--- config.mk ---
export PLATFORM = sky130hd
export DESIGN_NAME = id_ex_latch
export DESIGN_NICKNAME = d
export VERILOG_FILES = /design/src/rtl/id_ex_latch.sv
export SDC_FILE = /design/constraint.sdc
export NUM_CORES = 1
export LEC_CHECK = 0
export ABC_CLOCK_PERIOD_IN_PS = 3500
export CORE_AREA = 2 2 132 134
export CTS_CLUSTER_SIZE = 14
export DETAILED_ROUTE_END_ITERATION = 10
export DIE_AREA = 0 0 134 136
export GPL_ROUTABILITY_DRIVEN = 1
export PLACE_DENSITY = 0.83
export SLEW_MARGIN = 20
export SYNTH_ARGS = -nofsm -noshare
export SYNTH_HDL_FRONTEND = slang
export SYNTH_SLANG_ARGS = --single-unit
--- constraint.sdc ---
create_clock -name clk -period 3.5 [get_ports clk]
set_clock_uncertainty 0.15 [all_clocks]
set_input_delay 0.525 -clock clk [delete_from_list [all_inputs] [get_ports clk]]
set_output_delay 0.525 -clock clk [all_outputs]
set_load 0.05 [all_outputs]
--- src/rtl/id_ex_latch.sv ---
// id_ex_latch: ID/EX pipeline register with load-use stall detection, flush squash and saturating stats
module id_ex_latch #(
  parameter int DATA_W = 32,
  parameter int CNT_W  = 16
) (
  input  logic              clk,
  input  logic              rst,
  input  logic [1:0]        ctlwb_in,
  input  logic [2:0]        ctlm_in,
  input  logic [3:0]        ctlex_in,
  input  logic [DATA_W-1:0] npc_in,
  input  logic [DATA_W-1:0] readdat1_in,
  input  logic [DATA_W-1:0] readdat2_in,
  input  logic [DATA_W-1:0] signext_in,
  input  logic [4:0]        rs_in,
  input  logic [4:0]        rt_in,
  input  logic [4:0]        rd_in,
  input  logic              flush,
  output logic [1:0]        wb_out,
  output logic [2:0]        m_out,
  output logic [3:0]        ex_out,
  output logic [DATA_W-1:0] npc_out,
  output logic [DATA_W-1:0] readdat1_out,
  output logic [DATA_W-1:0] readdat2_out,
  output logic [DATA_W-1:0] signext_out,
  output logic [4:0]        rs_out,
  output logic [4:0]        rt_out,
  output logic [4:0]        rd_out,
  output logic              stall,
  output logic [CNT_W-1:0]  bubble_cnt,
  output logic [CNT_W-1:0]  flush_cnt
);
  logic [1:0]        wb_q, wb_d;
  logic [2:0]        m_q, m_d;
  logic [3:0]        ex_q, ex_d;
  logic [DATA_W-1:0] npc_q, npc_d, rd1_q, rd1_d, rd2_q, rd2_d, se_q, se_d;
  logic [4:0]        rs_q, rs_d, rt_q, rt_d, rd_q, rd_d;
  logic [CNT_W-1:0]  bubble_q, bubble_d, flush_q, flush_d;
  logic              kill;
  always_comb begin
    stall    = m_q[1] & (rt_q != 5'd0) & ((rt_q == rs_in) | (rt_q == rt_in));
    kill     = flush | stall;
    wb_d     = kill ? 2'd0 : ctlwb_in;
    m_d      = kill ? 3'd0 : ctlm_in;
    ex_d     = kill ? 4'd0 : ctlex_in;
    npc_d    = npc_in;
    rd1_d    = readdat1_in;
    rd2_d    = readdat2_in;
    se_d     = signext_in;
    rs_d     = rs_in;
    rt_d     = rt_in;
    rd_d     = rd_in;
    // a flush wins over a coincident stall, so only flush_cnt moves then
    flush_d  = (flush && !(&flush_q)) ? flush_q + 1'b1 : flush_q;
    bubble_d = (!flush && stall && !(&bubble_q)) ? bubble_q + 1'b1 : bubble_q;
  end
  always_ff @(posedge clk) begin
    if (rst) begin
      wb_q     <= '0;
      m_q      <= '0;
      ex_q     <= '0;
      npc_q    <= '0;
      rd1_q    <= '0;
      rd2_q    <= '0;
      se_q     <= '0;
      rs_q     <= '0;
      rt_q     <= '0;
      rd_q     <= '0;
      bubble_q <= '0;
      flush_q  <= '0;
    end else begin
      wb_q     <= wb_d;
      m_q      <= m_d;
      ex_q     <= ex_d;
      npc_q    <= npc_d;
      rd1_q    <= rd1_d;
      rd2_q    <= rd2_d;
      se_q     <= se_d;
      rs_q     <= rs_d;
      rt_q     <= rt_d;
      rd_q     <= rd_d;
      bubble_q <= bubble_d;
      flush_q  <= flush_d;
    end
  end
  assign wb_out       = wb_q;
  assign m_out        = m_q;
  assign ex_out       = ex_q;
  assign npc_out      = npc_q;
  assign readdat1_out = rd1_q;
  assign readdat2_out = rd2_q;
  assign signext_out  = se_q;
  assign rs_out       = rs_q;
  assign rt_out       = rt_q;
  assign rd_out       = rd_q;
  assign bubble_cnt   = bubble_q;
  assign flush_cnt    = flush_q;
endmodule

* After elaboration in Yosys (flattened, before gate mapping) *
Cells that the tools add are included.

word-level totals
  bits of input ports = 155
  register bits after elaboration = 184

operators by class
  $add $sub $neg = 2
  reductions and logical operators = 10
  bitwise operators = 4
  equality and inequality tests = 2

operators with widths
  kind                                            count
  adder 16 x 1 -> 16 bit (second input constant)  2
  AND reduction 16 bit                            2
  equality test 5 bit                             2
  nonzero test 5 bit                              1
  logical AND 1 bit                               3
  logical NOT 1 bit                               3
  bitwise AND 1 bit                               2
  OR 1 bit                                        2
  OR reduction 2 bit                              1

* Longest topological paths before layout *
Gate-level depths: netlist of the first run.

  word-level depth = 5
  mapped depth = 7

* Worst setup path before layout of the first run *
No wires, ideal clock.

  kind = register -> output
  start = register rt_q[0] (netlist: rt_out[0])
  end = output stall
  arrival time = 1.978 ns
  stages on the path, launching flop included = 6
  required time = 2.825 ns
  slack = 0.847 ns
  path through = dfxtp_1 > xor2_1 > nor3_1 > a22oi_1 > buf_2 > nor2_1

on the way
  cells in the longest elaborated chain, start to end = 3
  elaborated cells on any way between the ends = 6
  those cells by class = 2 x eq/ne; 3 x bitwise; 1 x reduce/logical

RTL lines
  item                                                              RTL line  source
  start: declaration                                                37        logic [4:0] rs_q, rs_d, rt_q, rt_d, rd_q, rd_d;
  start signal: assignment                                          80        rt_q <= rt_d;
  equality test 5 bit / nonzero test 5 bit (equally long branches)  41        stall = m_q[1] & (rt_q != 5'd0) & ((rt_q == rs_in) | (rt_q == rt_in));
  OR 1 bit / bitwise AND 1 bit (equally long branches)              41
  bitwise AND 1 bit *                                               41
  end: declaration                                                  29        output logic stall,

Mark *: on every way between the ends. The rest lies on a longest branch, timed or not.

* Final worst setup path of the first run *
  start = input rt_in[1]
  end = output stall

on the way
  cells in the longest elaborated chain, start to end = 3

RTL lines
  item                 RTL line  source
  start: declaration   16        input logic [4:0] rt_in,
  equality test 5 bit  41
  OR 1 bit             41
  bitwise AND 1 bit    41

Every way passes these cells.

==> results of run 1 <==
stage by stage:
stage	hold slack [ns]	cells
final	0.386	1123
after global routing	0.400	1123
after CTS	0.385	1123
after detailed placement	0.375	1091
after global placement	0.344	1091
after floorplan	0.497	549
layout by cell type, fill, tap and decap left out, types with 9 or more instances in the layout:
cell                                n
sky130_fd_sc_hd__clkdlybuf4s50_1  337
sky130_fd_sc_hd__xor2_1            14
sky130_fd_sc_hd__nand2_1           14
sky130_fd_sc_hd__nor2_1            35
sky130_fd_sc_hd__dfxtp_1          184
sky130_fd_sc_hd__and2_1             9
sky130_fd_sc_hd__nor2b_1          153
sky130_fd_sc_hd__nand3_1           16
sky130_fd_sc_hd__clkbuf_16         17
layout make-up:
cell class / instances / area, sq um / area share (%)
well taps: 225 / 282 / 2.76
inverters: 8 / 30.0 / 0.295
flip-flops and latches: 184 / 3680 / 36.2
multi-input cells: 332 / 2160 / 21.2
clock inverters: 15 / 180 / 1.77
repair buffers: 342 / 3430 / 33.6
clock buffers: 17 / 425 / 4.18
sequential cells by signal, indices dropped and copies added (netlist names):
| name | flops |
|---|---|
| rt_out | 5 |
| wb_out | 2 |
| readdat2_out | 32 |
| bubble_cnt | 16 |
| rd_out | 5 |
| npc_out | 32 |
| m_out | 3 |
| flush_cnt | 16 |
| readdat1_out | 32 |
| ex_out | 4 |
| signext_out | 32 |
| rs_out | 5 |
kinds of logic (layout without fill, tap and decap cells):
family | count (synthesis) | count (layout) | share of synthesized area, %
and+or+nand+nor | 274 | 274 | 27.4
DFF | 184 | 184 | 61.5
buffers and inverters | 33 | 382 | 2.42
AOI/OAI and AO/OA | 28 | 28 | 3.32
xor gates and xnor gates | 18 | 18 | 2.63
muxes | 10 | 10 | 2.26
adders and majority gates | 2 | 2 | 0.418
routing by layer:
layer | vias to the layer above | GRT usage [%]
met4 | 2 | 7.92
met3 | 31 | 6.41
met2 | 198 | 31.7
met5 | - | 0
met1 | 2233 | 21.3
li1 | 2480 | -
final timing paths:
kind,from,endpoint,cells past startpoint
hold reg to reg,bubble_cnt[8],bubble_cnt[8],2
hold / removal,bubble_cnt[8],bubble_cnt[8],2
setup / recovery,rt_in[1],stall,7
setup reg to reg,bubble_cnt[0],bubble_cnt[7],6
report_power, final:
group          internal [W]  switching [W]
Sequential          0.00219      0.0000325
Clock              0.000967       0.000936
Combinational      0.000358       0.000476
Total               0.00351        0.00144
worst max-delay path, cell delays in order:
cell                              delay, ns
sky130_fd_sc_hd__clkdlybuf4s50_1       0.49
sky130_fd_sc_hd__xor2_1                0.16
sky130_fd_sc_hd__nor2_1                0.10
sky130_fd_sc_hd__a22oi_1               0.38
sky130_fd_sc_hd__buf_4                 0.25
sky130_fd_sc_hd__nor2_1                0.05
sky130_fd_sc_hd__buf_4                 0.20
==> qor.csv, run 1 <==
metric,value,unit
status,"finished, final reports clean",
overall routed net length,17.5,mm
kind of capture point of the worst setup path,output port,
clock root buffer,sky130_fd_sc_hd__clkbuf_16,
count of flip-flops with a built-in enable after synthesis,0,
final-report hold violation count,0,
Post-Synthesis Mean Instance Area,10.9,sq um
DRC violations left,0,
Gate Count Post-Synth,549,
share of synthesized registers carrying an async set or reset,0,%
number of port buffers,339,
"Data arrival, critical path",2.16,ns
aggregate global-route resource usage,18.6,%
most used flip-flop cell after synthesis,sky130_fd_sc_hd__dfxtp_1,
setup repair after global routing missed its margin,false,
drt initial violations,191,
max_slew headroom,41.8,%
antenna cell count,0,
critical setup path kind,in -> out,
worst setup timing slack at the placement stage,0.624,ns
cell types with the largest area share after synthesis,"sky130_fd_sc_hd__dfxtp_1 62%, sky130_fd_sc_hd__nor2b_1 16%, sky130_fd_sc_hd__nor2_1 2.2%",
finished layout cell area,10200,sq um
final-report setup violation count,0,
nets@finish,1042,
R2R Setup Slk,1.14,ns
Clock Pin Slew Worst Setup and Hold Paths,0.07,ns
1st-pass router iterations,4,
Yosys top cell area share,61.5,%
layout filler cell count,1372,
type of the worst min-delay path,reg -> reg,
Avg WL per Cell,15.6,um
count of pins on the block boundary,340,
number of global-route vias before repair,4720,
ranking of synthesized cells by instance count,"184 x sky130_fd_sc_hd__dfxtp_1, 153 x sky130_fd_sc_hd__nor2b_1, 35 x sky130_fd_sc_hd__nor2_1",
Lkg Pwr,3.77,nW
clock latency at the later pin of the worst-skew pair,0.43,ns
"IR drop worst, VDD",0.331,mV
residual antenna-violating net count after detailed routing,0,
# hold bufs at CTS,0,
"FF+latch count, synth",184,
fraction of final layout cells with drive strength greater than 1,6.35,%
placement-stage cell area,9580,sq um
die width,134,um
H-tree depth reported by CTS,4,
number of buffers created by CTS,17,
# rows,48,
portion of the clock cycle consumed by the worst path in the final layout,81.1,%
CORE AREA,16900,sq um
maximum number of pins on one net before global-route repair,122,
total design power,0.00496,W
worst-margin pin slew,0.874,ns
startpoint kind of the worst setup timing path,primary input,
hpwl dp,13.3,mm
height of the chip,136,um
Yosys warning count,0,
number of pins exceeding their max-slew limit in the final report,0,
detailed route wirelength on metal3,1.37,mm
Met1 Routed Length,6.83,mm
worst-case setup margin in the final layout,0.661,ns
total power per unit cell area,487,nW/um^2
post-cts sizing count,0,
post-synth top area cell,sky130_fd_sc_hd__dfxtp_1,
max layer used,met5,
end-of-flow core utilization,60.4,%
area enclosed by the die boundary,18200,sq um
sum of met2 wire segment lengths after detailed routing,8.84,mm
most common cell in the synthesized netlist,sky130_fd_sc_hd__dfxtp_1,
Sink Count,184,
TritonCTS clock tree,done,
initial antenna violation count,1,
GRT Residual Overflow,0,
Syn-to-layout area delta,70.1,%
FMAX,352,MHz
first-pass GRT wire length,25.9,mm
"Net Count, Synth",706,
count of maximum capacitance violations,0,
area of the mapped netlist,5990,sq um
number of setup buffers added after CTS,0,
final weighted congestion of routability-driven global placement,0.812,
setup_tns,0,ns
Cell variety after synth,46,
Via-to-Cell Ratio,4.40,
clock tree buffer depth,2,
proportion of synthesized chip area in sequential cells,61.5,%
vias after detailed routing,4944,
Starting Density,35.5,%
maximum fanout along the worst path,9,
time the worst path needs with I/O delays and setup,2.84,ns
CP Data Required Time,2.82,ns
Power figures use the tool's default switching activity.
==> inputs of run 2 (changes only) <==
Settings changed: ABC_CLOCK_PERIOD_IN_PS 3500 to 2850, CORE_AREA 2 2 132 134 to 2 2 133 135, DIE_AREA 0 0 134 136 to 0 0 135 137, PLACE_DENSITY 0.83 to 0.82.
Clock period 3.5 ns to 2.85 ns, I/O delays scaled along.
==> qor.csv, run 2 (synthesis gave the netlist of run 1 again) <==
metric,value,unit,change
relative contribution of the clock network to total power,39.2,%,+0.8 points
residual antenna-violating net count after detailed routing,0,,unchanged
"most common cell after layout, fill and taps aside",sky130_fd_sc_hd__clkdlybuf4s50_1,,
GRT Residual Overflow,0,,unchanged
H-tree depth reported by CTS,4,,unchanged
drt initial violations,143,,-25%
count of pins on the block boundary,340,,unchanged
1st-pass router iterations,4,,unchanged
total power per unit cell area,604,nW/um^2,+24%
kind of capture point of the worst setup path,output port,,
number of pins exceeding their max-slew limit in the final report,0,,unchanged
status,"finished, final reports clean",,
initial antenna violation count,1,,unchanged
number of cells in the design after placement,1093,,+0.18%
flip-flop and latch area,3680,sq um,about the same
max_slew headroom,47.6,%,+5.9 points
worst-margin pin slew,0.786,ns,-0.0878 ns
hpwl dp,13.4,mm,about the same
setup repair after global routing missed its margin,false,,
footprint of the multi-input gates,2160,sq um,unchanged
clock root buffer,sky130_fd_sc_hd__clkbuf_16,,
final hold slack,0.357,ns,-0.0294 ns
Via-to-Cell Ratio,4.44,,+0.77%
Hold Path End,bubble_cnt[15],,
nets@finish,1044,,+0.19%
type of the worst min-delay path,reg -> reg,,
final weighted congestion of routability-driven global placement,0.817,,+0.64%
final-report setup violation count,0,,unchanged
worst reg2reg startpoint,bubble_cnt[0],,
Avg WL per Cell,15.6,um,-0.12%
number of buffers created by CTS,17,,unchanged
final-report hold violation count,0,,unchanged
Switching Power,0.00170,W,+18%
worst reg2reg path endpoint,bubble_cnt[7],,
Register-to-Register Path Depth,6,,unchanged
end-of-flow core utilization,59.9,%,-0.47 points
Sink Count,184,,unchanged
number of port buffers,339,,unchanged
CP Data Required Time,2.27,ns,-0.55 ns
clock latency at the later pin of the worst-skew pair,0.43,ns,about the same
"commonest non-fill, non-tap cells in the layout","337 x sky130_fd_sc_hd__clkdlybuf4s50_1, 183 x sky130_fd_sc_hd__dfxtp_1, 153 x sky130_fd_sc_hd__nor2b_1",,
"Data arrival, critical path",2.15,ns,about the same
critical setup path kind,reg -> out,,
time the worst path needs with I/O delays and setup,2.73,ns,
CORE AREA,17100,sq um,+1.1%
portion of the clock cycle consumed by the worst path in the final layout,95.6,%,
Clock Pin Slew Worst Setup and Hold Paths,0.07,ns,about the same
internal portion of total power,0.00447,W,+27%
TritonCTS clock tree,done,,
DRC violations left,0,,unchanged
antenna cell count,0,,unchanged
area enclosed by the die boundary,18500,sq um,+1.5%
clock tree buffer depth,2,,unchanged
number of global-route vias before repair,4740,,+0.42%
layout filler cell count,1428,,+4.1%
Syn-to-layout area delta,70.6,%,
switching portion of total power,27.6,%,-1.6 points
Comb pwr share,16.6,%,-0.2 points
Starting Density,35.1,%,-0.37 points
# rows,48,,unchanged
fraction of final layout cells with drive strength greater than 1,6.56,%,+0.21 points
startpoint kind of the worst setup timing path,flop,,
maximum number of pins on one net before global-route repair,107,,-12%
launch instance of the worst min-delay path,bubble_cnt[15],,
FMAX,367,MHz,
Reg power frac,44.2,%,-0.6 points
overall routed net length,17.5,mm,about the same
die width,135,um,+0.75%
aggregate global-route resource usage,18.1,%,-0.54 points
number of cells on the worst hold path,2,,unchanged
count of maximum capacitance violations,0,,unchanged
vias after detailed routing,4991,,+0.95%
maximum fanout along the worst path,4,,-5
# hold bufs at CTS,0,,unchanged
first-pass GRT wire length,25.4,mm,-1.7%
"IR drop worst, VDD",0.382,mV,+16%
Lkg Pwr,3.79,nW,+0.39%
R2R Setup Slk,0.47,ns,-0.67 ns
height of the chip,137,um,+0.74%
Non-Filler Instances,1125,,+0.18%
==> run 2: routing by layer <==
| metal | track usage, % | up-vias | share of wire, % |
|---|---|---|---|
| met5 | 0 | - | 0 |
| met4 | 5.21 | 0 | 1.0 |
| met3 | 7.07 | 13 | 9.2 |
| met2 | 31.9 | 219 | 52 |
| met1 | 20.3 | 2288 | 38 |
| li1 | - | 2471 | - |
==> run 2: cell type report <==
class / instances / area share [%]
clock buffer: 18 / 4.20
clock inverter: 14 / 1.85
inverter: 8 / 0.294
multi-input combinational: 332 / 21.1
sequential: 184 / 36.1
tap: 225 / 2.76
timing repair buffer: 344 / 33.7
==> run 2: how the worst max path moves through the flow <==
stage	startpoint	endpoint	slack [ns]	depth (start not counted)
after floorplan	rt_out[0]	stall	0.29	5
after global placement	rs_in[0]	bubble_cnt[2]	0.01	8
after detailed placement	rs_in[0]	bubble_cnt[2]	-0.0005	8
after CTS	rs_in[0]	stall	0.08	8
after global routing	rt_out[2]	stall	0.006	7
final	rt_out[1]	stall	0.12	4
==> run 2: what timing repair did <==
| item | CTS | global route |
|---|---|---|
| setup endpoints to repair | 0 | 1 |
| setup buffers | 0 | 0 |
| gates resized for setup | 0 | 1 |
==> run 2: power groups by stage <==
stage | sequential [W] | clock [W] | combinational [W]
2_1_floorplan | 0.00319 | 0 | 0.000140
6_report | 0.00273 | 0.00242 | 0.00102
3_3_place_gp | 0.00279 | 0 | 0.00102
5_1_grt | 0.00274 | 0.00258 | 0.00107
4_1_cts | 0.00273 | 0.00248 | 0.00103
3_5_place_dp | 0.00279 | 0 | 0.00103
==> run 2: per-stage QoR <==
step	cell area, sq um	setup TNS, ns	total power (W)	setup slack, ns
finish	10200	0	0.00617	0.124
global route	10200	0	0.00639	0.00649
CTS	10200	0	0.00625	0.0775
detailed placement	9600	-0.000540	0.00382	-0.000540
global placement	9600	0	0.00381	0.00960
floorplan	5990	0	0.00333	0.295
==> run 2: worst max-delay path, cell delays in order (launching register included) <==
cell and delay, ns:
sky130_fd_sc_hd__dfxtp_1 0.39, sky130_fd_sc_hd__or4_4 0.58, sky130_fd_sc_hd__o21ai_0 0.44, sky130_fd_sc_hd__nor2_1 0.10
sky130_fd_sc_hd__buf_4 0.21
